File: config.mk
export PLATFORM = sky130hd
export DESIGN_NAME = captura_jogada_flat
export DESIGN_NICKNAME = d
export VERILOG_FILES = /design/src/rtl/captura_jogada_pkg.sv /design/src/rtl/captura_jogada_if.sv /design/src/rtl/captura_jogada_debounce_botao.sv /design/src/rtl/captura_jogada.sv /design/src/flat_wrapper.sv
export SDC_FILE = /design/constraint.sdc
export NUM_CORES = 1
export LEC_CHECK = 0
export BUFFER_PORTS_ARGS = -buffer_cell sky130_fd_sc_hd__buf_4
export CAP_MARGIN = 5
export CORE_AREA = 2 2 104 106
export CTS_CLUSTER_DIAMETER = 80
export DETAILED_ROUTE_END_ITERATION = 6
export DIE_AREA = 0 0 106 108
export PLACE_DENSITY = 0.82
export RECOVER_POWER = 50
export SKIP_LAST_GASP = 1
export SYNTH_ARGS = -nofsm -noshare
export SYNTH_HDL_FRONTEND = slang
export SYNTH_SLANG_ARGS = --single-unit
File: constraint.sdc
create_clock -name clk -period 3.65 [get_ports clk]
set_input_delay 0.365 -clock clk [delete_from_list [all_inputs] [get_ports clk]]
set_output_delay 0.365 -clock clk [all_outputs]
set_load 0.01 [all_outputs]
File: src/rtl/captura_jogada_pkg.sv
// Shared types and helpers for the Sudoku move-capture path: state codes,
// switch decode and cell-address arithmetic.
package captura_jogada_pkg;

    typedef enum logic [2:0] {
        LINHA    = 3'b000,
        COLUNA   = 3'b001,
        VERIFICA = 3'b010,
        VALOR    = 3'b011,
        ESCREVE  = 3'b100,
        ERRO     = 3'b101
    } estado_t;

    localparam int ADDR_W    = 7;
    localparam int N_CELULAS = 81;
    localparam int N_DIGITOS = 9;

    // One-hot switch word to digit 1..9; anything not exactly one-hot gives 0.
    function automatic logic [3:0] decodifica(input logic [N_DIGITOS-1:0] sw);
        logic [3:0] val;
        int         n;
        val = 4'd0;
        n   = 0;
        for (int k = 0; k < N_DIGITOS; k++) begin
            if (sw[k]) begin
                n++;
                val = 4'(k + 1);
            end
        end
        return (n == 1) ? val : 4'd0;
    endfunction

    // (linha-1)*9 + (coluna-1), with the x9 done as x8 + x1.
    function automatic logic [ADDR_W-1:0] calc_endereco(input logic [3:0] linha,
                                                        input logic [3:0] coluna);
        logic [ADDR_W-1:0] l;
        logic [ADDR_W-1:0] c;
        if (linha == 4'd0 || coluna == 4'd0) return '0;
        l = ADDR_W'(linha - 4'd1);
        c = ADDR_W'(coluna - 4'd1);
        return (l << 3) + l + c;
    endfunction

endpackage

File: src/rtl/captura_jogada_if.sv
// Board-memory port of the capture controller: cell address, given-cell flag
// and the req/ack write handshake.
interface captura_jogada_if;
    import captura_jogada_pkg::*;

    logic [ADDR_W-1:0] addr_celula;
    logic              celula_fixa;
    logic              req_escrita;
    logic              ack_escrita;

    modport master (
        output addr_celula,
        output req_escrita,
        input  celula_fixa,
        input  ack_escrita
    );

    modport slave (
        input  addr_celula,
        input  req_escrita,
        output celula_fixa,
        output ack_escrita
    );

endinterface

File: src/rtl/captura_jogada_debounce_botao.sv
// Active-low key conditioner: 2-flop synchroniser, stability counter and a
// single-cycle pulse per accepted press.
module debounce_botao #(
    parameter int DEBOUNCE_CICLOS = 500000
) (
    input  logic clk,
    input  logic reset,
    input  logic btn_n,
    output logic pulso
);

    localparam int CNT_W = $clog2(DEBOUNCE_CICLOS + 1);

    logic             sync1;
    logic             sync2;
    logic             estavel;
    logic [CNT_W-1:0] cnt;

    // estavel is the accepted key level; it only flips after DEBOUNCE_CICLOS
    // consecutive samples disagree with it, in both directions.
    always_ff @(posedge clk or posedge reset) begin
        if (reset) begin
            sync1   <= 1'b1;
            sync2   <= 1'b1;
            estavel <= 1'b1;
            cnt     <= '0;
            pulso   <= 1'b0;
        end else begin
            sync1 <= btn_n;
            sync2 <= sync1;
            pulso <= 1'b0;
            if (sync2 == estavel) begin
                cnt <= '0;
            end else if (cnt == CNT_W'(DEBOUNCE_CICLOS - 1)) begin
                estavel <= sync2;
                cnt     <= '0;
                pulso   <= ~sync2;
            end else begin
                cnt <= cnt + CNT_W'(1);
            end
        end
    end

endmodule

File: src/rtl/captura_jogada.sv
// Move-entry controller: row -> column -> editability check -> value -> write,
// with error hold-off and cancel from any non-write state.
module captura_jogada
    import captura_jogada_pkg::*;
#(
    parameter int DEBOUNCE_CICLOS = 500000,
    parameter int ERRO_CICLOS     = 25000000
) (
    input  logic                 clk,
    input  logic                 reset,
    input  logic [N_DIGITOS-1:0] switch,
    input  logic                 btn_confirma_n,
    input  logic                 btn_cancela_n,
    captura_jogada_if.master     mem,
    output logic [3:0]           regLinha,
    output logic [3:0]           regColuna,
    output logic [3:0]           regValor,
    output logic [2:0]           estadoJogo,
    output logic                 erro
);

    localparam int CNT_ERRO_W = $clog2(ERRO_CICLOS + 1);

    estado_t               estado;
    estado_t               estado_d;
    logic [3:0]            linha_d;
    logic [3:0]            coluna_d;
    logic [3:0]            valor_d;
    logic                  erro_d;
    logic                  fase_verif;
    logic                  fase_verif_d;
    logic [CNT_ERRO_W-1:0] cnt_erro;
    logic [CNT_ERRO_W-1:0] cnt_erro_d;
    logic                  limpa;
    logic                  req;
    logic                  confirma;
    logic                  cancela;
    logic [3:0]            digito;

    debounce_botao #(.DEBOUNCE_CICLOS(DEBOUNCE_CICLOS)) u_confirma (
        .clk   (clk),
        .reset (reset),
        .btn_n (btn_confirma_n),
        .pulso (confirma)
    );

    debounce_botao #(.DEBOUNCE_CICLOS(DEBOUNCE_CICLOS)) u_cancela (
        .clk   (clk),
        .reset (reset),
        .btn_n (btn_cancela_n),
        .pulso (cancela)
    );

    assign digito          = decodifica(switch);
    assign estadoJogo      = estado;
    assign mem.req_escrita = req;
    assign mem.addr_celula = calc_endereco(regLinha, regColuna);

    always_comb begin
        estado_d     = estado;
        linha_d      = regLinha;
        coluna_d     = regColuna;
        valor_d      = regValor;
        erro_d       = 1'b0;
        fase_verif_d = 1'b0;
        cnt_erro_d   = '0;
        limpa        = 1'b0;

        case (estado)
            LINHA: begin
                if (cancela) begin
                    limpa = 1'b1;
                end else if (confirma) begin
                    if (digito != 4'd0) begin
                        linha_d  = digito;
                        estado_d = COLUNA;
                    end else begin
                        erro_d = 1'b1;
                    end
                end
            end
            COLUNA: begin
                if (cancela) begin
                    limpa = 1'b1;
                end else if (confirma) begin
                    if (digito != 4'd0) begin
                        coluna_d = digito;
                        estado_d = VERIFICA;
                    end else begin
                        erro_d = 1'b1;
                    end
                end
            end
            // First cycle only lets the address reach memory; second samples it.
            VERIFICA: begin
                if (cancela) begin
                    limpa = 1'b1;
                end else if (!fase_verif) begin
                    fase_verif_d = 1'b1;
                end else begin
                    estado_d = mem.celula_fixa ? ERRO : VALOR;
                end
            end
            VALOR: begin
                if (cancela) begin
                    limpa = 1'b1;
                end else if (confirma) begin
                    if (digito != 4'd0) begin
                        valor_d  = digito;
                        estado_d = ESCREVE;
                    end else begin
                        erro_d = 1'b1;
                    end
                end
            end
            // Keys are deliberately ignored: the write must complete once started.
            ESCREVE: begin
                if (mem.ack_escrita) limpa = 1'b1;
            end
            ERRO: begin
                if (cancela || cnt_erro == CNT_ERRO_W'(ERRO_CICLOS - 1)) begin
                    limpa = 1'b1;
                end else begin
                    cnt_erro_d = cnt_erro + CNT_ERRO_W'(1);
                end
            end
            default: begin
                limpa = 1'b1;
            end
        endcase

        if (limpa) begin
            estado_d = LINHA;
            linha_d  = 4'd0;
            coluna_d = 4'd0;
            valor_d  = 4'd0;
        end

        if (estado_d == ERRO) erro_d = 1'b1;
    end

    always_ff @(posedge clk or posedge reset) begin
        if (reset) begin
            estado     <= LINHA;
            regLinha   <= 4'd0;
            regColuna  <= 4'd0;
            regValor   <= 4'd0;
            erro       <= 1'b0;
            req        <= 1'b0;
            fase_verif <= 1'b0;
            cnt_erro   <= '0;
        end else begin
            estado     <= estado_d;
            regLinha   <= linha_d;
            regColuna  <= coluna_d;
            regValor   <= valor_d;
            erro       <= erro_d;
            req        <= (estado_d == ESCREVE);
            fase_verif <= fase_verif_d;
            cnt_erro   <= cnt_erro_d;
        end
    end

endmodule

File: src/flat_wrapper.sv
// flat-port wrapper written by rule: the top's interface ports become plain ports
module captura_jogada_flat import captura_jogada_pkg::*;
#(
    parameter int DEBOUNCE_CICLOS = 500000,
    parameter int ERRO_CICLOS     = 25000000
)
  (clk, reset, switch, btn_confirma_n, btn_cancela_n, regLinha, regColuna, regValor, estadoJogo, erro, mem_addr_celula, mem_req_escrita, mem_celula_fixa, mem_ack_escrita);
  captura_jogada_if mem_i ();
  input  logic clk;
  input  logic reset;
  input  logic [N_DIGITOS-1:0] switch;
  input  logic btn_confirma_n;
  input  logic btn_cancela_n;
  output logic [3:0] regLinha;
  output logic [3:0] regColuna;
  output logic [3:0] regValor;
  output logic [2:0] estadoJogo;
  output logic erro;
  output wire logic [$bits(mem_i.addr_celula)-1:0] mem_addr_celula;
  output wire logic [$bits(mem_i.req_escrita)-1:0] mem_req_escrita;
  input wire logic [$bits(mem_i.celula_fixa)-1:0] mem_celula_fixa;
  input wire logic [$bits(mem_i.ack_escrita)-1:0] mem_ack_escrita;
  assign mem_addr_celula = mem_i.addr_celula;
  assign mem_req_escrita = mem_i.req_escrita;
  assign mem_i.celula_fixa = mem_celula_fixa;
  assign mem_i.ack_escrita = mem_ack_escrita;
  captura_jogada #(.DEBOUNCE_CICLOS(DEBOUNCE_CICLOS), .ERRO_CICLOS(ERRO_CICLOS)) u_core (.clk(clk), .reset(reset), .switch(switch), .btn_confirma_n(btn_confirma_n), .btn_cancela_n(btn_cancela_n), .mem(mem_i), .regLinha(regLinha), .regColuna(regColuna), .regValor(regValor), .estadoJogo(estadoJogo), .erro(erro));
endmodule
==> results.toml <==
[timing]
slew_violations = 62
tightest_slew_ns = 2.51
finalHoldViolCount = 0
hold-worst-slack_ns = 0.120
post-route-period-util_pct = 135
max-slew-margin-rel_pct = -68.6
rsz0062_at_grt = "true"
setup_slack_ns = -1.28
setup_viol = 17
fin_skew_ns = 0.00728
fin_crit_ns = 4.93
fin_setup_tns_ns = -21.11
fmax_mhz = 203

[layout]
drive_above_1_share_pct = 23.3
final_common_cell = "nor2_1"
area_delta_synth_final_pct = 24.9
diodes = 0
finalNonFillerCells = 841
nNetsFinal = 744
num-fill-cells = 727
final_cell_mix = "101 x nor2_1, 84 x buf_4, 83 x dfrtp_1"

[placement]
dp_hpwl_um = 8920
place_congestion = 0.921
io_buffers = 38
placed_cells = 813

[outcome]
failed_checks = "capacitance limit, slew limit, setup timing"
status = "finished, violations left"

[floorplanning]
core_um2 = 10200
die_y_um = 108
io_pins = 39
die_w_um = 106
rows = 37
die_area_um2 = 11400
initial_core_util_pct = 54.2

[logic_synthesis]
synth.distinct_cells = 62
synthesis.area_um2 = 5540
ys_warn_count = 0
async_reset_ff_share_pct = 100
ys.flop_type = "dfrtp_1"
ys_seq_area_share_pct = 40.3
synth_seq_cells = 89
synthesis.instances = 609
synth_edf_count = 0
synth_nets = 652
avgSynthCellArea_um2 = 9.10

[routing]
ant_nets = 0
drt-initial-drc-count = 282
vias = 4696
vias_per_cell = 5.58
wire_per_inst_um = 15.0
wirelength_um = 12600
route.detailed.drc = 0
dr.pass1.iters = 4

[critical_path]
crit_path_end_kind = "flip-flop"
critical_path_class = "input port to flip-flop"
path_buf_inv = 4
critPathRequiredTime_ns = 3.92
start_kind = "input port"
path_common_cell = "ha_4"
crit_fanout = 4
worstReg2RegEnd = "u_core.mem.req_escrita"
max_stage_delay_ns = 0.35
critPathArrivalTime_ns = 5.20
reg2reg_from = "u_core.cnt_erro[0]"
path_delay_family = "adder cells"
rr_worst_depth = 9
crit_path_top_delay_cell = "ha_1"
r2r_slack_ns = 0.59

[global_route]
grt_usage_pct = 22.3
use_met2_pct = 40.5
grt_pass1_vias = 4655
grtUsageMet3_pct = 4.94
grt_max_degree = 62
grt_pass1_wl_um = 20800
grt_antenna_before_repair = 0
grt_util_met1_pct = 26.5
gr-total-overflow = 0
top_usage_layer = "met2"

[power]
leakage_nw = 3.13
ir_drop_mv = 0.241
power_density_nw_per_um2 = 384
power_mw = 2.66

[min_path]
hp-start = "btn_cancela_n"
hold-path-cell-count = 1
hold_end = "u_core.u_cancela.sync1"
hp-class = "input port to flip-flop"

[flow_run]
maxCapViolCount = 1

[clocking]
cts.sinks = 89
cts_buffers = 9
cts-root-buf = "clkbuf_8"
clkTransAtPathRegs_ns = 0.08
ctsHtreeMaxLevel = 3
cts_tree = "built"
cts_buffer_depth = 2
clk_latency_ns = 0.35
==> per-stage QoR <==
step | area, µm² | util, % | setup WS [ns]
2_1_floorplan | 5690 | - | -1.63
3_3_place_gp | 6430 | 62.9 | -1.68
3_5_place_dp | 6430 | 62.9 | -1.90
4_1_cts | 6760 | 66.1 | -1.26
5_1_grt | 6920 | 67.7 | -1.49
6_report | 6920 | 67.7 | -1.28
==> flip-flops by register name, summed over array words and instances, names as in the netlist <==
register / count
u_core.u_cancela.pulso: 1
u_core.u_cancela.cnt: 19
u_core.regColuna: 4
u_core.u_confirma.cnt: 19
u_core.u_cancela.sync2: 1
u_core.erro: 1
u_core.cnt_erro: 25
u_core.u_confirma.estavel: 1
u_core.u_confirma.sync1: 1
u_core.mem.req_escrita: 1
u_core.estadoJogo: 3
u_core.u_cancela.estavel: 1
u_core.regValor: 4
u_core.u_cancela.sync1: 1
u_core.u_confirma.pulso: 1
u_core.fase_verif: 1
u_core.regLinha: 4
u_core.u_confirma.sync2: 1
==> synthesized netlist by cell type (all sizes together) (6+ instances only) <==
| cell | n | share of area [%] |
|---|---|---|
| mux2i | 13 | 2.3 |
| xor2 | 43 | 6.8 |
| nor3 | 6 | 0.54 |
| clkbuf | 15 | 1.0 |
| and3 | 18 | 2.0 |
| nor2 | 103 | 7.0 |
| dfrtp | 83 | 37 |
| nor4 | 12 | 1.5 |
| nor2b | 6 | 0.68 |
| ha | 24 | 5.4 |
| nand2 | 55 | 3.8 |
| nand3 | 35 | 3.2 |
| nand4 | 13 | 1.5 |
| inv | 38 | 2.6 |
| dfstp | 6 | 2.8 |
| a21oi | 15 | 1.4 |
| xnor2 | 34 | 5.4 |
==> worst register-to-register path, stage by stage, from the launching register on <==
cell and delay (ns):
dfrtp_1 0.42, ha_1 0.24, and3_1 0.22, and3_1 0.24, a41oi_1 0.38, a21oi_1 0.16
o22ai_2 0.62, o21ai_0 0.20, a21boi_4 0.20, nor4_4 0.29
==> power breakdown <==
group	internal, mW	switching (mW)
Combinational	0.518	0.510
Clock	0.261	0.320
Sequential	1.01	0.0407
==> logic make-up (layout without fill, tap and decap cells) <==
group	after synthesis	count (layout)	synth area share [%]
AND/OR/NAND/NOR	281	281	24.7
multiplexers	16	16	2.96
buffers and inverters	55	151	3.77
AO/OA/AOI/OAI	60	60	7.99
flip-flops	89	89	40.3
XOR/XNOR	80	80	13.4
adder cells (fa/ha/maj)	28	28	6.86
==> cell type report <==
| type | count | area, µm² | area share, % |
|---|---|---|---|
| timing repair buffer | 98 | 792 | 11.4 |
| multi-input combinational | 465 | 3400 | 49.2 |
| clock inverter | 3 | 17.5 | 0.253 |
| inverter | 38 | 159 | 2.30 |
| sequential | 89 | 2230 | 32.3 |
| clock buffer | 12 | 145 | 2.10 |
| tap | 136 | 170 | 2.46 |
==> per-layer routing <==
layer	vias to the layer above	wire length, µm
met5	-	0
met1	2293	5350
met4	0	315
li1	2264	-
met3	29	439
met2	110	6480
==> worst max path at each step <==
stage	startpoint	endpoint	slack [ns]	cells after the start
floorplan	switch[1]	u_core.regColuna[3]	-1.63	26
global placement	switch[1]	u_core.regColuna[3]	-1.68	26
detailed placement	switch[1]	u_core.regColuna[3]	-1.90	26
CTS	switch[1]	u_core.regColuna[2]	-1.26	27
global route	switch[1]	u_core.regLinha[0]	-1.49	28
finish	switch[1]	u_core.regColuna[3]	-1.28	27
==> what timing repair did <==
| action | in CTS | in global routing |
|---|---|---|
| resized for setup | 16 | 25 |
| buffers inserted | 11 | 3 |
| pin swaps | 17 | 17 |
| endpoints found under the setup margin | 17 | 17 |
| hold buffers | 0 | 0 |
Power figures use the tool's default switching activity.
